<file path="src/rtl/wb16_master_if.sv">
// Wishbone 16-bit bus bundle between wb16_master and its slave.
// Signal names keep the master-side _o/_i suffixes so both ends read the same.
interface wb16_master_if;
  logic [31:0] wb_adr_o;
  logic [15:0] wb_dat_o;
  logic [15:0] wb_dat_i;
  logic [1:0]  wb_sel_o;
  logic        wb_we_o;
  logic        wb_cyc_o;
  logic        wb_stb_o;
  logic        wb_ack_i;

  modport master (
    output wb_adr_o, wb_dat_o, wb_sel_o, wb_we_o, wb_cyc_o, wb_stb_o,
    input  wb_dat_i, wb_ack_i
  );

  modport slave (
    input  wb_adr_o, wb_dat_o, wb_sel_o, wb_we_o, wb_cyc_o, wb_stb_o,
    output wb_dat_i, wb_ack_i
  );
endinterface

</file>
<file path="src/rtl/wb16_master.sv">
// Single-transaction Wishbone master: byte/half/word access over a 16-bit
// big-endian bus, word split into two beats separated by one idle-strobe gap.
module wb16_master #(
  parameter int unsigned TIMEOUT = 255
) (
  input  logic          clk_i,
  input  logic          rst_i,
  input  logic          req_i,
  input  logic          we_i,
  input  logic [1:0]    size_i,
  input  logic [31:0]   adr_i,
  input  logic [31:0]   dat_i,
  output logic          busy_o,
  output logic          done_o,
  output logic          err_o,
  output logic [31:0]   rdat_o,
  wb16_master_if.master wb
);

  typedef enum logic [1:0] {IDLE, BEAT, GAP, ERR} state_e;

  localparam logic [1:0] SZ_BYTE  = 2'b00;
  localparam logic [1:0] SZ_HALF  = 2'b01;
  localparam logic [1:0] SZ_WORD  = 2'b10;
  localparam logic [7:0] TMO_LAST = 8'(TIMEOUT - 1);

  state_e      state_q;
  logic [1:0]  size_q;
  logic        lane_q;     // adr[0] of a byte access: 1 selects bits 7:0
  logic        beat1_q;
  logic [15:0] dat_lo_q;
  logic [7:0]  tmo_q;
  logic        last_beat;

  assign last_beat = (size_q != SZ_WORD) || beat1_q;
  assign busy_o    = (state_q != IDLE);

  // NOTE: every register here, bus outputs included, updates with <= so all
  // branches see the values from before the edge, never a half-updated mix.
  always_ff @(posedge clk_i or negedge rst_i) begin
    if (!rst_i) begin
      state_q     <= IDLE;
      size_q      <= '0;
      lane_q      <= 1'b0;
      beat1_q     <= 1'b0;
      dat_lo_q    <= '0;
      tmo_q       <= '0;
      done_o      <= 1'b0;
      err_o       <= 1'b0;
      rdat_o      <= '0;
      wb.wb_adr_o <= '0;
      wb.wb_dat_o <= '0;
      wb.wb_sel_o <= '0;
      wb.wb_we_o  <= 1'b0;
      wb.wb_cyc_o <= 1'b0;
      wb.wb_stb_o <= 1'b0;
    end else begin
      done_o <= 1'b0;
      err_o  <= 1'b0;
      case (state_q)
        IDLE: begin
          if (req_i) begin
            size_q   <= size_i;
            lane_q   <= adr_i[0];
            dat_lo_q <= dat_i[15:0];
            if (size_i == 2'b11 || (size_i != SZ_BYTE && adr_i[0])) begin
              state_q <= ERR;
              done_o  <= 1'b1;
              err_o   <= 1'b1;
              rdat_o  <= '0;
            end else begin
              state_q     <= BEAT;
              beat1_q     <= 1'b0;
              tmo_q       <= '0;
              wb.wb_cyc_o <= 1'b1;
              wb.wb_stb_o <= 1'b1;
              wb.wb_we_o  <= we_i;
              wb.wb_adr_o <= adr_i;
              case (size_i)
                SZ_BYTE: begin
                  wb.wb_sel_o <= adr_i[0] ? 2'b01 : 2'b10;
                  wb.wb_dat_o <= {dat_i[7:0], dat_i[7:0]};
                end
                SZ_HALF: begin
                  wb.wb_sel_o <= 2'b11;
                  wb.wb_dat_o <= dat_i[15:0];
                end
                default: begin
                  wb.wb_sel_o <= 2'b11;
                  wb.wb_dat_o <= dat_i[31:16];
                end
              endcase
            end
          end
        end

        BEAT: begin
          // ACK wins over a timeout that expires in the same cycle
          if (wb.wb_ack_i) begin
            state_q     <= GAP;
            wb.wb_stb_o <= 1'b0;
            wb.wb_cyc_o <= !last_beat;
            done_o      <= last_beat;
            case (size_q)
              SZ_BYTE: rdat_o <= {24'h0, lane_q ? wb.wb_dat_i[7:0] : wb.wb_dat_i[15:8]};
              SZ_HALF: rdat_o <= {16'h0, wb.wb_dat_i};
              default: rdat_o <= beat1_q ? {rdat_o[31:16], wb.wb_dat_i}
                                         : {wb.wb_dat_i, 16'h0};
            endcase
          end else if (tmo_q == TMO_LAST) begin
            state_q     <= ERR;
            wb.wb_cyc_o <= 1'b0;
            wb.wb_stb_o <= 1'b0;
            wb.wb_we_o  <= 1'b0;
            done_o      <= 1'b1;
            err_o       <= 1'b1;
            rdat_o      <= '0;
          end else begin
            tmo_q <= tmo_q + 8'd1;
          end
        end

        GAP: begin
          if (!last_beat) begin
            state_q     <= BEAT;
            beat1_q     <= 1'b1;
            tmo_q       <= '0;
            wb.wb_stb_o <= 1'b1;
            wb.wb_adr_o <= wb.wb_adr_o + 32'd2;
            wb.wb_dat_o <= dat_lo_q;
          end else begin
            state_q    <= IDLE;
            wb.wb_we_o <= 1'b0;
          end
        end

        ERR:     state_q <= IDLE;
        default: state_q <= IDLE;
      endcase
    end
  end

endmodule

</file>
<file path="src/flat_wrapper.sv">
// flat-port wrapper written by rule: the top's interface ports become plain ports
module wb16_master_flat 
#(
  parameter int unsigned TIMEOUT = 255
)
  (clk_i, rst_i, req_i, we_i, size_i, adr_i, dat_i, busy_o, done_o, err_o, rdat_o, wb_wb_adr_o, wb_wb_dat_o, wb_wb_sel_o, wb_wb_we_o, wb_wb_cyc_o, wb_wb_stb_o, wb_wb_dat_i, wb_wb_ack_i);
  wb16_master_if wb_i ();
  input  logic clk_i;
  input  logic rst_i;
  input  logic req_i;
  input  logic we_i;
  input  logic [1:0] size_i;
  input  logic [31:0] adr_i;
  input  logic [31:0] dat_i;
  output logic busy_o;
  output logic done_o;
  output logic err_o;
  output logic [31:0] rdat_o;
  output wire logic [$bits(wb_i.wb_adr_o)-1:0] wb_wb_adr_o;
  output wire logic [$bits(wb_i.wb_dat_o)-1:0] wb_wb_dat_o;
  output wire logic [$bits(wb_i.wb_sel_o)-1:0] wb_wb_sel_o;
  output wire logic [$bits(wb_i.wb_we_o)-1:0] wb_wb_we_o;
  output wire logic [$bits(wb_i.wb_cyc_o)-1:0] wb_wb_cyc_o;
  output wire logic [$bits(wb_i.wb_stb_o)-1:0] wb_wb_stb_o;
  input wire logic [$bits(wb_i.wb_dat_i)-1:0] wb_wb_dat_i;
  input wire logic [$bits(wb_i.wb_ack_i)-1:0] wb_wb_ack_i;
  assign wb_wb_adr_o = wb_i.wb_adr_o;
  assign wb_wb_dat_o = wb_i.wb_dat_o;
  assign wb_wb_sel_o = wb_i.wb_sel_o;
  assign wb_wb_we_o = wb_i.wb_we_o;
  assign wb_wb_cyc_o = wb_i.wb_cyc_o;
  assign wb_wb_stb_o = wb_i.wb_stb_o;
  assign wb_i.wb_dat_i = wb_wb_dat_i;
  assign wb_i.wb_ack_i = wb_wb_ack_i;
  wb16_master #(.TIMEOUT(TIMEOUT)) u_core (.clk_i(clk_i), .rst_i(rst_i), .req_i(req_i), .we_i(we_i), .size_i(size_i), .adr_i(adr_i), .dat_i(dat_i), .busy_o(busy_o), .done_o(done_o), .err_o(err_o), .rdat_o(rdat_o), .wb(wb_i));
endmodule
</file>
<file path="config.mk">
export PLATFORM = sky130hd
export DESIGN_NAME = wb16_master_flat
export DESIGN_NICKNAME = d
export VERILOG_FILES = /design/src/rtl/wb16_master_if.sv /design/src/rtl/wb16_master.sv /design/src/flat_wrapper.sv
export SDC_FILE = /design/constraint.sdc
export NUM_CORES = 1
export LEC_CHECK = 0
export BUFFER_PORTS_ARGS = -buffer_cell sky130_fd_sc_hd__buf_2
export CORE_AREA = 4 4 113 115
export DETAILED_ROUTE_END_ITERATION = 7
export DIE_AREA = 0 0 117 119
export PLACE_DENSITY_LB_ADDON = 0.25
export SYNTH_ARGS = -nofsm -noshare
export SYNTH_HDL_FRONTEND = slang
export SYNTH_SLANG_ARGS = --single-unit
export TNS_END_PERCENT = 50
</file>
<file path="constraint.sdc">
create_clock -name clk_i -period 3.2 [get_ports clk_i]
set_input_delay 0.32 -clock clk_i [delete_from_list [all_inputs] [get_ports clk_i]]
set_output_delay 0.32 -clock clk_i [all_outputs]
set_load 0.02 [all_outputs]
</file>
==> flow_metrics.env <==
export IMPL_die_w_um=117
export IMPL_min_period_ns=2.66
export IMPL_core_area_mm2=0.0118
export IMPL_clk_pin_slew_ns=0.05
export IMPL_syn_instance_count=672
export IMPL_cts_buffer_depth=2
export IMPL_grt_total_usage_pct=25.4
export IMPL_ys_ff_latch=117
export IMPL_seq_area_frac_synth_pct=46.6
export IMPL_critPathCaptureType="flop"
export IMPL_fin_cells=992
export IMPL_first_pass_iters=5
export IMPL_dp_hpwl_um=12100
export IMPL_antenna_found_initial=0
export IMPL_rows=40
export IMPL_placed_cell_area_mm2=0.00723
export IMPL_crit_arrival_ns=3.00
export IMPL_cts_resized=0
export IMPL_avgRoutedWirePerCell_um=17.6
export IMPL_avgSynthCellArea_um2=9.35
export IMPL_grt_max_degree=67
export IMPL_max_clock_freq_ghz=0.375
export IMPL_cp_slowest_stage_delay_ns=0.78
export IMPL_grt_overflow_total=0
export IMPL_r2r_cells=7
export IMPL_htree_levels=4
export IMPL_status="finished clean"
export IMPL_grt_pass1_wl_um=28000
export IMPL_hp_class="in -> async"
export IMPL_powerDensity_mw_per_mm2=1030
export IMPL_netlist_top_cells_count="117 x dfrtp_1, 108 x nand2_1, 48 x o21ai_0"
export IMPL_fin_skew_ns=0.00669
export IMPL_cts_buffers=17
export IMPL_synth_area_leaders="dfrtp_1 47%, nand2_1 6.4%, mux2i_1 4.6%"
export IMPL_drive_gt1_share_pct=30.8
export IMPL_io_pins=175
export IMPL_area_growth_pct=24.2
export IMPL_portBuffers=174
export IMPL_yosysUniqueCellTypes=61
export IMPL_rr_endpoint="u_core.rdat_o[22]"
export IMPL_crit_type="reg -> reg"
export IMPL_root_buffer="clkbuf_16"
export IMPL_synth_top_area_share_pct=46.6
export IMPL_cts_tree="built"
export IMPL_rsz0062_at_grt="false"
export IMPL_power_leakage_nw=3.62
export IMPL_ir_drop_mv=0.568
export IMPL_netlist_area_mm2=0.00629
export IMPL_remaining_drc_errors=0
export IMPL_hold_viol=0
export IMPL_slew_headroom_pct=39.0
export IMPL_die_h_um=119
export IMPL_cp_slowest_cell="or4_1"
export IMPL_final_nets=928
export IMPL_place_congestion=0.859
export IMPL_slew_viol_final=0
export IMPL_final_cell_area_mm2=0.00781
export IMPL_yosysWarnings=0
export IMPL_path_cells="inv_1, ha_1, nand2b_1, a41oi_1, or4_1, nand2_1, o21ai_1"
export IMPL_initial_core_util_pct=53.2
export IMPL_ant_nets=0
export IMPL_place_inst=961
export IMPL_worst_skew_pair_late_latency_ns=0.42
export IMPL_post_cts_setup_buffer_count=0
export IMPL_syn_nets=767
export IMPL_cp_max_fo=32
export IMPL_grt_pass1_vias=5711
export IMPL_routed_wl_um=17500
export IMPL_reg2reg_from="u_core.state_q[1]"
export IMPL_final_setup_tns_ns=0
export IMPL_cts_num_sinks=117
export IMPL_vias=5875
export IMPL_crit_required_ns=3.54
export IMPL_yosysMostFrequentCell="dfrtp_1"
export IMPL_r2r_slack_ns=0.54
export IMPL_num_antenna_cells=0
export IMPL_finalCritPeriodShare_pct=83.3
export IMPL_synthFlopType="dfrtp_1"
export IMPL_yosysTopAreaCell="dfrtp_1"
export IMPL_die_area_mm2=0.0139
export IMPL_start_kind="flop"
export IMPL_synth_edf_count=0
export IMPL_vias_per_cell=5.92
export IMPL_worstMarginPinSlew_ns=0.915
export IMPL_maxCapViolations=0
export IMPL_ys_async_sr_fraction_pct=100
export IMPL_drtIter0Drc=481
export IMPL_setup_viol=0
export IMPL_holdBufCountCts=0
export IMPL_power_mw=8.03
[per-stage QoR]
stage | setup slack [ns] | hold slack (ns) | utilization (%)
finish | 0.535 | 0.0297 | 66.1
global placement | 0.683 | 0.462 | 61.2
floorplan | 1.07 | 0.0244 | -
global route | 0.239 | 0.100 | 66.1
CTS | 0.574 | 0.0589 | 66.1
detailed placement | 0.585 | 0.473 | 61.2
[critical path, delay by kind of cell, from the launching register on]
kind | cells | cell delay [ns]
simple gates | 3 | 1.10
fa+ha+maj | 1 | 0.56
flops | 1 | 0.40
buf+inv | 1 | 0.13
compound gates | 2 | 0.40
[cells by family after synthesis]
logic type                 synth area share [%]
AOI/OAI and AO/OA                          19.1
muxes                                      8.78
adders and majority gates                  1.77
and+or+nand+nor                            19.1
DFF                                        46.6
buffers and inverters                      4.64
[state kept, by name, indices dropped and copies added, names as in the netlist]
name,flops
u_core.err_o,1
u_core.lane_q,1
u_core.done_o,1
u_core.tmo_q,8
u_core.wb.wb_cyc_o,1
u_core.wb.wb_adr_o,32
u_core.size_q,2
u_core.wb.wb_sel_o,2
u_core.rdat_o,32
u_core.wb.wb_stb_o,1
u_core.wb.wb_dat_o,16
u_core.dat_lo_q,16
u_core.beat1_q,1
u_core.wb.wb_we_o,1
u_core.state_q,2
[routing by layer]
layer  vias up  track usage [%]  wire length [um]
met5         -                0                 0
met4         0             11.7               447
met3        43             6.05              1190
met2       232             39.0              8270
met1      2809             33.7              7540
li1       2791                -                 -
[report_power, final]
part | leakage [nW] | internal (mW) | switching (mW)
clock | 0.283 | 1.20 | 0.662
combinational | 1.88 | 1.32 | 2.24
sequential | 1.46 | 2.07 | 0.549
[cell usage in the layout, fill, tap and decap left out, drive strengths merged, types with 5 or more instances in the layout]
cell type / netlist / final
a31oi: 6 / 6
nand3: 16 / 16
and2: 6 / 6
nor3: 16 / 16
mux2i: 30 / 30
inv: 12 / 12
nor4: 9 / 9
buf: 22 / 188
clkbuf: 24 / 23
a21oi: 34 / 34
or3: 6 / 6
mux2: 22 / 22
o22ai: 15 / 15
nand2b: 5 / 5
a31o: 6 / 6
o21ai: 71 / 71
clkinv: 0 / 5
ha: 8 / 8
nand4: 17 / 17
and3: 8 / 8
a22oi: 13 / 13
a41oi: 5 / 5
o31ai: 9 / 9
and4: 5 / 5
a21o: 5 / 5
dfrtp: 117 / 117
nand2: 108 / 108
nor2: 36 / 36
[layout make-up]
| cell class | count | area, um2 |
|---|---|---|
| Timing Repair Buffer | 188 | 1000 |
| Multi-Input combinational cell | 497 | 3070 |
| Sequential cell | 117 | 2930 |
| Clock buffer | 23 | 478 |
| Clock inverter | 8 | 100 |
| Inverter | 12 | 45.0 |
| Tap cell | 147 | 184 |
| Fill cell | 946 | 4000 |
[worst max path at each step]
stage | startpoint | to | slack, ns | depth (start not counted)
after floorplan | u_core.state_q[0] | u_core.wb.wb_adr_o[4] | 1.07 | 7
after global placement | u_core.state_q[1] | u_core.rdat_o[29] | 0.68 | 6
after detailed placement | u_core.state_q[1] | u_core.rdat_o[22] | 0.59 | 6
after CTS | u_core.state_q[1] | u_core.rdat_o[22] | 0.57 | 6
after global routing | u_core.state_q[1] | u_core.rdat_o[20] | 0.24 | 6
final | u_core.state_q[1] | u_core.rdat_o[22] | 0.54 | 7
Power figures use the tool's default switching activity.
